## src/rtl/gauss_ctrl.sv

```systemverilog
// gauss_ctrl: sequences the Gauss n(n+1)/2 unit (init / add / decrement loop)
// between a valid/ready issue port and a valid/ready writeback port.
module gauss_ctrl #(
    parameter int width = 16
) (
    input  logic             clk,
    input  logic             preset,
    input  logic             flush,
    input  logic             issue_valid,
    output logic             issue_ready,
    input  logic [width-1:0] issue_data,
    output logic [2:0]       ctrlword,
    output logic [width-1:0] unit_data,
    output logic             unit_preset,
    input  logic             status,
    input  logic             done,
    input  logic             prediction,
    input  logic [width-1:0] result,
    output logic             wb_valid,
    input  logic             wb_ready,
    output logic [width-1:0] wb_data,
    output logic             err
);
    typedef enum logic [2:0] {IDLE, INIT, ACC, DEC, WB} state_t;
    state_t             state_q, state_d;
    logic [width-1:0]   opnd_q, opnd_d;
    logic [width-1:0]   wb_data_q, wb_data_d;
    logic               err_q, err_d;
    always_comb begin
        state_d   = state_q;
        opnd_d    = opnd_q;
        wb_data_d = wb_data_q;
        err_d     = err_q | (state_q == IDLE && status);
        if (flush) begin
            state_d = IDLE;
        end else begin
            case (state_q)
                IDLE:    if (issue_valid) begin
                             state_d = INIT;
                             opnd_d  = issue_data;
                         end
                INIT:    state_d = ACC;
                ACC:     state_d = done ? WB : DEC;
                DEC:     state_d = prediction ? WB : ACC;
                WB:      state_d = wb_ready ? IDLE : WB;
                default: state_d = IDLE;
            endcase
            // the accumulator is final on the edge that enters WB
            if (state_d == WB && state_q != WB) wb_data_d = result;
        end
    end
    always_ff @(posedge clk or negedge preset) begin
        if (!preset) begin
            state_q   <= IDLE;
            opnd_q    <= '0;
            wb_data_q <= '0;
            err_q     <= 1'b0;
        end else begin
            state_q   <= state_d;
            opnd_q    <= opnd_d;
            wb_data_q <= wb_data_d;
            err_q     <= err_d;
        end
    end
    assign ctrlword    = flush                      ? 3'b000 :
                         state_q == INIT            ? 3'b001 :
                         (state_q == ACC && !done)  ? 3'b010 :
                         state_q == DEC             ? 3'b100 : 3'b000;
    assign issue_ready = state_q == IDLE;
    assign wb_valid    = state_q == WB;
    assign wb_data     = wb_data_q;
    assign unit_data   = opnd_q;
    assign unit_preset = ~preset;
    assign err         = err_q;
endmodule

```

## config.mk

```make
export PLATFORM = sky130hd
export DESIGN_NAME = gauss_ctrl
export DESIGN_NICKNAME = d
export VERILOG_FILES = /design/src/rtl/gauss_ctrl.sv
export SDC_FILE = /design/constraint.sdc
export NUM_CORES = 1
export LEC_CHECK = 0
export CORE_AREA = 2 2 65 67
export CTS_CLUSTER_SIZE = 10
export DETAILED_ROUTE_END_ITERATION = 10
export DIE_AREA = 0 0 67 69
export PLACE_DENSITY_LB_ADDON = 0.2
export SLEW_MARGIN = 20
export SYNTH_ARGS = -nofsm -noshare
export SYNTH_HDL_FRONTEND = slang
export SYNTH_SLANG_ARGS = --single-unit
```

## constraint.sdc

```tcl
create_clock -name clk -period 1.9 [get_ports clk]
set_input_delay 0.38 -clock clk [delete_from_list [all_inputs] [get_ports clk]]
set_output_delay 0.38 -clock clk [all_outputs]
set_load 0.05 [all_outputs]
```

# Yosys cells after proc, flatten, opt, wreduce, memory -nomap -nowiden

Index checks and enable logic that the tools add are counted.

Equality and inequality tests: 6
Mux-type cells: 11
Bitwise operators: 3
Reduce and logical (&&, ||, !) cells: 7

Operators by type and width:

| kind                                                             | number |
|---|---|
| 3-bit 2-to-1 mux                                                 | 10 |
| 3-bit one-hot mux with 5 select lines                            | 1 |
| 3-bit by 2-bit == test with 1-bit output (second input constant) | 2 |
| 3-bit == test (second input constant)                            | 2 |
| 3-bit by 1-bit == test with 1-bit output (second input constant) | 1 |
| 1-bit logical AND                                                | 3 |
| 3-bit zero test                                                  | 1 |
| 3-bit != test (second input constant)                            | 1 |
| 3-bit AND reduction                                              | 1 |
| 1-bit NOT                                                        | 2 |
| 2-bit AND reduction                                              | 1 |
| 1-bit zero test                                                  | 1 |
| 1-bit bitwise OR                                                 | 1 |

Flip-flop bits (word level): 36
Input port bits: 40
Output and inout port bits: 39
Logic and storage cells: 31

# Longest topological paths before layout

Gate-level depths: netlist (run 1).

Word-level depth: 6
Mapped depth: 6
Gate-level depth less buffers: 3

# Worst setup path after synthesis (run 1)

OpenSTA, ideal clock, no wires.

Kind: register to output
From: register state_q[1]
To: output ctrlword[1]
Arrival: 2.112 ns
Slack: -0.592 ns
Cell stages (with the launch flop): 3
Buffers on the path: 0
Cells stage by stage: dfrtp_1 -> or2b_1 -> nor4_1

Word-level cells in the longest chain between the ends: 5
Elaborated cells between the ends (all ways): 6
Those cells by class: eq/ne: 2; mux: 3; reduce/logical: 1

Ends and longest elaborated chain:

| what                                     | line | text |
|---|---|---|
| start, declared                          | 25   | `state_t state_q, state_d;` |
| start signal, assigned                   | 59   | `state_q <= state_d;` |
| 3-bit by 2-bit == test with 1-bit output | 67   | `(state_q == ACC && !done) ? 3'b010 :` |
| 1-bit logical AND                        | 67   |  |
| 3-bit 2-to-1 mux                         | 67   |  |
| 3-bit 2-to-1 mux (*)                     | 66   | `state_q == INIT ? 3'b001 :` |
| 3-bit 2-to-1 mux (*)                     | 65   | `assign ctrlword = flush ? 3'b000 :` |
| end, declared                            | 12   | `output logic [2:0] ctrlword,` |

Mark *: on every way between the ends. The rest lies on a longest branch, timed or not.

# Worst setup path in the final report (run 1)

From: register opnd_q[11], in the netlist unit_data[11]
To: output unit_data[11]

RTL lines:

| what                   | line | text |
|---|---|---|
| start, declared        | 26   | `logic [width-1:0] opnd_q, opnd_d;` |
| start signal, assigned | 60   | `opnd_q <= opnd_d;` |
| end, declared          | 13   | `output logic [width-1:0] unit_data,` |

No word-level cell between the ends.

==> results of run 1 <==
[per-layer routing]
| layer | routed length (um) | GRT usage (%) | part of all wire [%] | up-vias |
|---|---|---|---|---|
| met2 | 1769 | 26.29 | 51 | 59 |
| met1 | 1309 | 18.87 | 38 | 525 |
| met4 | 37 | 4.308 | 1.1 | 0 |
| li1 | - | - | - | 493 |
| met5 | 0 | 0 | 0 | - |
| met3 | 325 | 7.178 | 9.4 | 4 |
[path summary, 6_finish.rpt]
path	start	endpoint	slack, ns	depth (start not counted)
setup / recovery	unit_data[11]	unit_data[11]	0.06	1
hold / removal	preset	wb_data[13]	0.17	2
setup reg to reg	state_q[1]	unit_data[11]	0.22	3
hold reg to reg	err	err	0.45	1
max in group asynchronous	preset	state_q[1]	1.40	2
min in group clk	err	err	0.45	1
[flip-flops by register name, indices dropped and copies added (netlist names)]
name       flops
unit_data     16
state_q        3
err            1
wb_data       16
[cell usage after synthesis (all sizes together) (2+ instances only)]
cell type	count	area [um2]
nand2b	2	12.51
buf	5	65.06
dfrtp	36	900.9
mux2	33	412.9
a21o	2	15.01
nor2	3	11.26
and3	3	18.77
[kinds of logic (layout without fill, tap and decap cells)]
family	count (synthesis)	count (layout)	share of synthesized area [%]
DFF	36	36	60.25
AOI/OAI and AO/OA	3	3	1.590
muxes	33	33	27.62
and+or+nand+nor	15	15	5.941
buffers and inverters	6	92	4.602
[per-stage QoR]
stage / instances / instance area, um2
after global placement: 221 / 2375
final: 229 / 2495
after detailed placement: 221 / 2375
after global routing: 229 / 2495
after floorplan: 93 / 1511
after CTS: 229 / 2482
[what timing repair did]
item                                    CTS  global route
endpoints found under the hold margin     0             0
gates resized for setup                   0             3
endpoints found under the setup margin    0             2
[power by group]
| group | internal [uW] | switching, uW |
|---|---|---|
| sequential | 980 | 118 |
| combinational | 637 | 985 |
| clock | 389 | 253 |
[cell type report]
cell class | count | area [um2]
clock buffer | 6 | 72.57
clock inverter | 2 | 35.03
fill | 302 | 1419
inverter | 1 | 3.754
multi-input combinational | 51 | 553.0
sequential | 36 | 902.1
tap | 50 | 62.56
timing repair buffer | 83 | 865.8
==> out/summary.txt, run 1 <==
Outcome = complete, no violations
Vias per std cell = 4.721
Worst hold slack = 0.1677 ns
Area growth syn-to-layout = 66.86%
Core area = 3914 um2
Num CTS Buffers = 5
Clock slew at reported path FFs = 0.07 ns
Crit path max-delay family = buffers and inverters
Number of synthesized flops with an enable pin = 0
Buf/Inv on CP = 1
Syn Nets = 133
Post-synth ARST share = 100.0%
Worst path arrival time = 1.46 ns
Die area = 4623 um2
Ant diodes = 0
Total leakage power = 0.001103 uW
Number of global-route vias before repair = 1241
Die Ht = 69 um
Vias = 1081
Worst min-delay path category = in2async
P per Cell Area = 1348 nW/um2
Most common cell after layout, fill and taps aside = clkdlybuf4s50_1
Mapped Cells = 93
TritonRoute pass-1 iters = 4
Crit path kind = reg2out
Final Skew = 0.003563 ns
Setup repair after global routing missed its margin = false
Sink Count = 36
Global Route Usage Sum = 16.07%
Pwr Total = 3363 uW
Mapped cell area = 1495 um2
Max incr delay on CP = 0.81 ns
Largest net degree at the start of global routing = 37
Layout Nets = 218
Crit-path max FO = 2
PortBufs = 78
Max_cap viols = 0
Congestion Overflow GR = 0
Root Driver = clkbuf_8
Hold Violations, Final = 0
Clk_lat worst skew = 0.28 ns
Row count = 23
WL final = 3.442 mm
IO Count = 79
Max clock buf depth = 2
Initial Util = 38.20%
Ys Warns = 0
Initial drt markers = 40
Max Freq = 543.8 MHz
Max VDD drop = 0.9012 mV
Commonest cells after routing, fill and taps aside = 68 x clkdlybuf4s50_1, 35 x dfrtp_1, 22 x mux2_2, 11 x mux2_4, 8 x buf_4
Gp weighted congestion = 0.8336
DRT antenna net count = 0
CTS tree = done
Avg Inst Size Synth = 16.08 um2
Synth cell types = 18
Hold_buf cts = 0
First-pass GRT wire length = 5.678 mm
Die X = 67 um
Routed wire length per instance = 15.03 um
Post-route setup slack = 0.06102 ns
Max-slew headroom = 65.82%
Worst setup SP type = flop
DR DRC count = 0
Dpl hpwl = 2.672 mm
Primary FF master, synth = dfrtp_1
Critical Path, Cell by Cell = clkdlybuf4s50_1
Req. time, crit path = 1.52 ns
Htree depth = 2
Initial antenna violation count = 0
Slew @ Worst Pin = 0.5111 ns
Pre-CTS setup slack = -0.09768 ns
Setup bufs post-CTS = 0
Share of the yosys chip area belonging to registers = 60.25%
Final Max Tran Viols = 0
Setup TNS = 0 ns
Util after Layout = 63.75%
Layout cells sized above 1 = 34.08%
Synthesized flop and latch total = 36
Setup crit end kind = primary output
Final number of setup-violating endpoints = 0
Slowest stage cell on the critical path = clkdlybuf4s50_1
Final period util = 96.79%
Fin crit period = 1.839 ns
Note: power is estimated with default switching activity, not from simulation.
==> inputs of run 2 (changes only) <==
Settings changed: SLEW_MARGIN 20 to 40.
==> results of run 2 <==
The final DEF is identical to that of run 1; final timing and power are the same.
